===== config.mk =====
export PLATFORM = sky130hd
export DESIGN_NAME = alu_pipe
export DESIGN_NICKNAME = d
export VERILOG_FILES = /design/src/rtl/alu_pipe.sv
export SDC_FILE = /design/constraint.sdc
export NUM_CORES = 1
export LEC_CHECK = 0
export BUFFER_PORTS_ARGS = -buffer_cell sky130_fd_sc_hd__buf_2
export CAP_MARGIN = 20
export CORE_MARGIN = 2
export CORE_UTILIZATION = 40
export CTS_CLUSTER_SIZE = 10
export DETAILED_ROUTE_END_ITERATION = 8
export PLACE_DENSITY_LB_ADDON = 0.05
export SYNTH_ARGS = -nofsm -noshare
export SYNTH_HDL_FRONTEND = slang
export SYNTH_SLANG_ARGS = --single-unit

===== constraint.sdc =====
create_clock -name clk -period 14.43 [get_ports clk]
set_input_delay 0 -clock clk [delete_from_list [all_inputs] [get_ports clk]]
set_output_delay 0 -clock clk [all_outputs]
set_load 0.005 [all_outputs]

===== src/rtl/alu_pipe.sv =====
// Two-stage pipelined ALU with valid/ready handshake, saturating arithmetic,
// PADDSB lanes and a persistent {Z,V,N} flag register.
module alu_pipe #(
  parameter int WIDTH = 16,
  parameter int LANE  = 4,
  parameter int SHW   = $clog2(WIDTH)
) (
  input  logic             clk,
  input  logic             rst,
  input  logic             flush,
  input  logic             in_valid,
  output logic             in_ready,
  input  logic [WIDTH-1:0] in_a,
  input  logic [WIDTH-1:0] in_b,
  input  logic [2:0]       in_op,
  output logic             out_valid,
  input  logic             out_ready,
  output logic [WIDTH-1:0] out_result,
  output logic [2:0]       out_op,
  output logic [2:0]       flags
);

  typedef enum logic [2:0] {
    OP_ADD    = 3'b000,
    OP_SUB    = 3'b001,
    OP_XOR    = 3'b010,
    OP_RED    = 3'b011,
    OP_SLL    = 3'b100,
    OP_SRA    = 3'b101,
    OP_ROR    = 3'b110,
    OP_PADDSB = 3'b111
  } op_e;

  localparam int NBYTES = WIDTH / 8;
  localparam int NLANES = WIDTH / LANE;
  localparam logic [WIDTH-1:0] MAX_POS = {1'b0, {(WIDTH-1){1'b1}}};
  localparam logic [WIDTH-1:0] MIN_NEG = {1'b1, {(WIDTH-1){1'b0}}};
  localparam logic [LANE-1:0]  LANE_MAX = {1'b0, {(LANE-1){1'b1}}};
  localparam logic [LANE-1:0]  LANE_MIN = {1'b1, {(LANE-1){1'b0}}};

  logic             s1_valid;
  logic [WIDTH-1:0] s1_a;
  logic [WIDTH-1:0] s1_b;
  op_e              s1_op;

  logic             advance;
  logic [SHW-1:0]   amt;
  logic [SHW:0]     rev_amt;
  logic [WIDTH-1:0] sum;
  logic [WIDTH-1:0] diff;
  logic             add_ovf;
  logic             sub_ovf;
  logic [WIDTH-1:0] red_sum;
  logic [WIDTH-1:0] pad_sum;
  logic [WIDTH-1:0] ror_res;
  logic [WIDTH-1:0] res;
  logic             ovf;
  logic             upd_z;
  logic             upd_vn;
  logic [2:0]       flags_next;

  // A held output blocks both stages; stage 1 may still fill if it is empty.
  assign advance  = !out_valid || out_ready;
  assign in_ready = !s1_valid || advance;

  function automatic logic [WIDTH-1:0] sext8(input logic [7:0] b);
    logic [WIDTH-1:0] r;
    r      = {WIDTH{b[7]}};
    r[7:0] = b;
    return r;
  endfunction

  always_ff @(posedge clk or posedge rst) begin
    if (rst) begin
      s1_valid <= 1'b0;
      s1_a     <= '0;
      s1_b     <= '0;
      s1_op    <= OP_ADD;
    end else if (flush) begin
      s1_valid <= 1'b0;
    end else if (in_ready) begin
      s1_valid <= in_valid;
      if (in_valid) begin
        s1_a  <= in_a;
        s1_b  <= in_b;
        s1_op <= op_e'(in_op);
      end
    end
  end

  assign amt     = s1_b[SHW-1:0];
  assign rev_amt = (SHW+1)'(WIDTH) - {1'b0, amt};
  assign sum     = s1_a + s1_b;
  assign diff    = s1_a - s1_b;
  assign add_ovf = (s1_a[WIDTH-1] == s1_b[WIDTH-1]) && (sum[WIDTH-1] != s1_a[WIDTH-1]);
  assign sub_ovf = (s1_a[WIDTH-1] != s1_b[WIDTH-1]) && (diff[WIDTH-1] != s1_a[WIDTH-1]);

  // Shifting left by WIDTH yields zero, so amt=0 degenerates to plain A.
  assign ror_res = (s1_a >> amt) | (s1_a << rev_amt);

  always_comb begin
    red_sum = '0;
    for (int i = 0; i < NBYTES; i++) begin
      red_sum = red_sum + sext8(s1_a[8*i +: 8]) + sext8(s1_b[8*i +: 8]);
    end
  end

  always_comb begin : paddsb
    logic [LANE-1:0] la;
    logic [LANE-1:0] lb;
    logic [LANE-1:0] ls;
    pad_sum = '0;
    la      = '0;
    lb      = '0;
    ls      = '0;
    for (int l = 0; l < NLANES; l++) begin
      la = s1_a[l*LANE +: LANE];
      lb = s1_b[l*LANE +: LANE];
      ls = la + lb;
      if ((la[LANE-1] == lb[LANE-1]) && (ls[LANE-1] != la[LANE-1])) begin
        ls = la[LANE-1] ? LANE_MIN : LANE_MAX;
      end
      pad_sum[l*LANE +: LANE] = ls;
    end
  end

  always_comb begin
    res    = '0;
    ovf    = 1'b0;
    upd_z  = 1'b0;
    upd_vn = 1'b0;
    case (s1_op)
      OP_ADD: begin
        ovf    = add_ovf;
        res    = add_ovf ? (s1_a[WIDTH-1] ? MIN_NEG : MAX_POS) : sum;
        upd_z  = 1'b1;
        upd_vn = 1'b1;
      end
      OP_SUB: begin
        ovf    = sub_ovf;
        res    = sub_ovf ? (s1_a[WIDTH-1] ? MIN_NEG : MAX_POS) : diff;
        upd_z  = 1'b1;
        upd_vn = 1'b1;
      end
      OP_XOR: begin
        res   = s1_a ^ s1_b;
        upd_z = 1'b1;
      end
      OP_RED:    res = red_sum;
      OP_SLL: begin
        res   = s1_a << amt;
        upd_z = 1'b1;
      end
      OP_SRA: begin
        res   = $signed(s1_a) >>> amt;
        upd_z = 1'b1;
      end
      OP_ROR: begin
        res   = ror_res;
        upd_z = 1'b1;
      end
      OP_PADDSB: res = pad_sum;
      default:   res = '0;
    endcase
  end

  // Flag order is {Z,V,N}; ops outside the update mask keep their old bits.
  always_comb begin
    flags_next = flags;
    if (upd_z) begin
      flags_next[2] = (res == '0);
    end
    if (upd_vn) begin
      flags_next[1] = ovf;
      flags_next[0] = res[WIDTH-1];
    end
  end

  always_ff @(posedge clk or posedge rst) begin
    if (rst) begin
      out_valid  <= 1'b0;
      out_result <= '0;
      out_op     <= 3'b000;
      flags      <= 3'b000;
    end else if (flush) begin
      out_valid <= 1'b0;
    end else if (advance) begin
      out_valid <= s1_valid;
      if (s1_valid) begin
        out_result <= res;
        out_op     <= s1_op;
        flags      <= flags_next;
      end
    end
  end

endmodule

== Yosys cells after proc, flatten, opt, wreduce, memory -nomap -nowiden ==
Cells that the tools add are included.

* $add $sub $neg: 10
* Equality and inequality tests: 18
* Shift-type cells: 4
* Muxes and demuxes: 19
* Bitwise logic cells: 3
* Reductions and logical operators: 20

{| class="wikitable"
|+ Operator list
! cell !! count
|-
| $pmux 16 s8 || 1
|-
| $mux 16 || 3
|-
| $mux 4 || 8
|-
| $add 16x16->16 || 1
|-
| $add 4x4->4 || 4
|-
| $logic_not 16->1 || 1
|-
| $or 16x16->16 || 1
|-
| $shl 16x4->16 || 1
|-
| $shl 16x5->16 || 1
|-
| $shr 16x4->16 || 1
|-
| $sshr 16x4->16 || 1
|-
| $sub 16x16->16 || 1
|-
| $xor 16x16->16 || 1
|-
| $eq 3x3->1 const B || 4
|-
| $add 10x8->11 || 1
|-
| $add 9x8->10 || 1
|-
| $add 8x8->9 || 1
|-
| $reduce_and 4->1 || 2
|-
| $ne 1x1->1 || 7
|-
| $eq 3x2->1 const B || 2
|-
| $logic_and 1x1->1 || 6
|-
| $mux 1 || 6
|-
| $reduce_and 3->1 || 2
|-
| $reduce_or 6->1 || 1
|-
| 10 further kinds || 16
|}

* Bits in registers: 59
* Input bits: 40
* Output and inout port bits: 24

== Longest topological paths before layout ==
* Depth after elaboration: 6
* Gate-level depth with buffers: 25
* Gate-level depth less buffers: 21

== Least setup slack after synthesis ==
No wires, ideal clock.

* Path kind: flip-flop to flip-flop
* Start: register s1_b[1]
* End: register flags[2]
* Library setup time: 0.125 ns
* Arrival time: 4.949 ns
* Slack: 9.356 ns
* Cell stages (with the launch flop): 23
* Path buffers: 1
* Cell sequence: dfrtp_1 -> buf_6 -> clkinv_1 -> ha_1 -> nor2b_1 -> o2111ai_1 -> nand3_1 -> a31oi_1 -> o21bai_1 -> a21oi_1 -> o21ai_0 -> a21oi_1 -> fa_1 -> or3b_2 -> or4_1 -> nand4_1 -> a2111oi_0 -> and3_1 -> and4_1 -> nor4bb_1 -> o2111a_1 -> nand4b_1 -> o41ai_2

* Longest elaborated chain between the ends: 6
* Elaborated cells between the ends (all ways): 24

{| class="wikitable"
|+ RTL lines
! item !! RTL line !! source
|-
| start, declared || 43 || <nowiki>logic [WIDTH-1:0] s1_b;</nowiki>
|-
| start signal, assigned || 85 || <nowiki>s1_b <= in_b;</nowiki>
|-
| branches (longest 4 deep; another with $add 10x8->11) || n/a ||
|-
| $pmux 16 s8 (*) || 132 || <nowiki>case (s1_op)</nowiki>
|-
| $logic_not 16->1 (*) || 171 || <nowiki>flags_next[2] = (res == '0);</nowiki>
|-
| end signal, assigned || 192 || <nowiki>flags <= flags_next;</nowiki>
|-
| end, declared || 20 || <nowiki>output logic [2:0] flags</nowiki>
|}

Every way passes the cells marked *.
A chain may end at the register's enable or synchronous reset.

== Worst setup path after layout ==
* Start: register s1_b[3]
* End: register flags[2]

The elaborated chain is that of the path after synthesis.

==> results.yml <==
synth:
  synth_ff_type: "dfrtp_1"
  netlist_top_cells_area: "dfrtp_1 (17%), ha_1 (6.1%), mux2_2 (5.9%), fa_1 (5.4%), nand2_1 (5.1%)"
  synthXorXnorAreaFrac_pct: 3.468
  synth-edff-count: 0
  ys_ff_latch: 59
  ys_types: 92
  synth.avg_cell_area_um2: 8.197
  synth-simple-area-share_pct: 18.37
  synth_warnings: 0
  yosys-top-cells-count: "nand2_1 (116), nor2_1 (77), inv_1 (67), o21ai_0 (63), a21oi_1 (60)"
  syn_inst: 1043
  synthesis.nets: 1148
  synth_seq_area_share_pct: 17.27
  synth_fa_ha_area_share_pct: 11.65
  synth_compound_area_share_pct: 24.78
  synth_top_area_share_pct: 17.27
  async_flop_share_pct: 100.0
  yosysMostFrequentCell: "nand2_1"
  muxShareOfSynthArea_pct: 16.92
  synth_area_um2: 8549
  synth_top_family_by_area: "compound AO/OA/AOI/OAI gates"
  synth_largest_area_cell: "dfrtp_1"
final_layout:
  fin_util_pct: 45.96
  nNetsFinal: 1202
  drive_above_1_share_pct: 17.06
  final_area_um2: 9662
  fin_cells: 1377
  area_growth_pct: 13.01
  antenna_cells: 0
drt:
  ant_nets: 0
  drtPass1Iterations: 5
  wl_per_cell_um: 26.73
  drc: 0
  drtIter0Drc: 1121
  viasPerCell: 6.451
  vias: 8883
  drt-total-wl_um: 36810
clock_tree:
  clk_path_buf_depth: 2
  h-tree-depth: 3
  root_buffer: "clkbuf_16"
  clk_latency_ps: 350
  cts_tree: "yes"
  post_cts_buffers: 0
  cts-resized-gates: 0
  cts_made_buffers: 9
  cts.sinks: 59
  clk_pin_slew_ps: 60
setup_path:
  reg2reg_slack_ps: 8290
  r2r_end: "flags[2]"
  crit_path_start_kind: "flip-flop"
  reg2regPathDepth: 21
  slowest_stage: "ha_1"
  arrival_ps: 6380
  cp_slowest_stage_delay_ps: 640
  crit_chain: "buf_4 > inv_1 > ha_1 > o2111ai_1 > nand3_1 > a31oi_1 > o21bai_1 > a21oi_1 > o21ai_0 > a21oi_1 > fa_1 > or3b_2 > a21boi_0 > a41o_1 > nor4b_2 > o2111ai_1 > o32ai_2 > inv_2 > a2111oi_4 > nand4b_1 > o41ai_2"
  end_kind: "flip-flop"
  timing.rr.start: "s1_b[3]"
  path_class: "flip-flop to flip-flop"
  crit_required_ps: 14670
  timing.critical_path.fanout_max: 32
die:
  die-area_um2: 22560
  start_util_pct: 40.67
  io_pins: 64
  core_area_um2: 21020
  die-height_um: 150.2
  die_w_um: 150.2
  std_cell_rows: 53
sta:
  hold_viol_final: 0
  post-route-period-util_pct: 42.56
  setup_violations: 0
  maxSlewHeadroom_pct: 25.95
  rsz0062_at_grt: "false"
  finalMaxSlewViolations: 0
  fmax_mhz: 162.8
  tightestPinTransition_ps: 1097
  fin_tns_setup_ps: 0
  layout_min_cycle_time_ps: 6141
  fin_worst_skew_ps: 16.71
pwr:
  peakVddDrop_uv: 131.6
  p_sw_uw: 863.8
  p_seq_share_pct: 15.6
  power_frac_comb_pct: 71.7
  power.share.clock_pct: 12.7
  sw_frac_of_total_pct: 53.11
  p_int_uw: 762.6
  p_total_uw: 1626
  p_leak_uw: 0.004196
  power_density_nw_per_um2: 168.3
worst_hold_path:
  holdPathEnd: "s1_valid"
  hold_depth: 4
  worstHoldStart: "out_ready"
  min_path_type: "primary input to flip-flop"
run:
  maxCapViolCount: 0
grt:
  grt_usage_pct: 32.97
  grt_max_degree: 60
  grt_pass1_vias: 8306
  grt_pass1_wl_um: 54370
  antenna_found_initial: 0
  gr-total-overflow: 0
placement:
  dp.cells: 1322
  io_buffer_count: 63
  place_hpwl_um: 28170
  placedInstanceArea_um2: 8999
  place_congestion: 0.9759
outcome:
  outcome: "finished, final reports clean"
[power by group through the flow]
stage | registers (uW) | logic (uW) | clock network (uW)
finish | 254 | 1170 | 206
global route | 260 | 1260 | 217
CTS | 253 | 1140 | 212
detailed placement | 256 | 1120 | 0
global placement | 255 | 1140 | 0
floorplan | 241 | 783 | 0
[metrics by stage]
step                      worst slack, ps  hold WS [ps]
after global routing                 7985         65.78
after floorplan                      9356         66.41
after global placement               8683         227.3
final                                8289         39.82
after CTS                            8439         29.13
after detailed placement             8447         224.7
[worst max path at each step]
| stage | from | endpoint | slack (ps) | depth (start not counted) |
|---|---|---|---|---|
| floorplan | s1_b[1] | flags[2] | 9360 | 22 |
| global placement | s1_b[3] | flags[2] | 8680 | 21 |
| detailed placement | s1_b[3] | flags[2] | 8450 | 21 |
| CTS | s1_b[3] | flags[2] | 8440 | 21 |
| global route | s1_b[3] | flags[2] | 7980 | 21 |
| finish | s1_b[3] | flags[2] | 8290 | 21 |
[per-layer routing]
metal | global-route usage [%] | up-vias | part of all wire, %
li1 | - | 3940 | -
met1 | 46.09 | 4309 | 43
met2 | 50.09 | 528 | 44
met3 | 5.727 | 106 | 8.7
met4 | 14.01 | 0 | 4.7
met5 | 0 | - | 0
[logic make-up (layout without fill, tap and decap cells)]
logic type / count (synthesis) / in the layout
flops: 59 / 59
simple gates: 328 / 328
compound gates: 303 / 303
xor+xnor: 33 / 33
fa+ha+maj: 66 / 66
buf+inv: 151 / 210
mux: 103 / 103
[worst max-delay path, delay by kind of cell, from the launching register on]
family	cells	cell delay (ps)
compound gates	12	2900
fa+ha+maj	2	1200
buf+inv	3	760
flops	1	320
simple gates	4	850
[flip-flops by register name, indices dropped and copies added (netlist names)]
name,cells
out_result,16
s1_a,16
s1_b,16
flags,3
out_op,3
s1_op,3
out_valid,1
s1_valid,1
[cell usage in the layout, fill, tap and decap left out, types with 9 or more instances in the layout]
cell type and instances:
xnor2_1 21, a211oi_1 25, mux2_2 45, nor2b_1 13
o21ai_0 63, fa_1 23, o31ai_1 10, xor2_1 11
o211ai_1 10, nand4_1 9, buf_4 22, nand2_1 116
nand2b_1 14, dfrtp_1 57, nor3_1 20, clkbuf_16 9
mux4_1 9, nand3_1 25, and3_1 13, a21o_1 12
buf_2 63, a31oi_1 16, mux4_2 16, ha_1 42
a21oi_1 60, mux2i_1 32, o22ai_1 12, inv_1 66
nor2_1 77, dlygate4sd3_1 39
[final cells by class]
class / instances / area [um2]
tap: 275 / 344.1
fill: 2125 / 11360
inverter: 70 / 262.8
timing repair buffer: 124 / 870.8
clock buffer: 11 / 242.7
sequential: 59 / 1479
multi-input combinational: 833 / 6432
clock inverter: 5 / 30.03
[repair_timing]
| action | CTS | global route |
|---|---|---|
| hold endpoints to repair | 96 | 0 |
| endpoints found under the setup margin | 0 | 0 |
| hold buffers | 39 | 0 |
(Power assumes the default switching activity.)
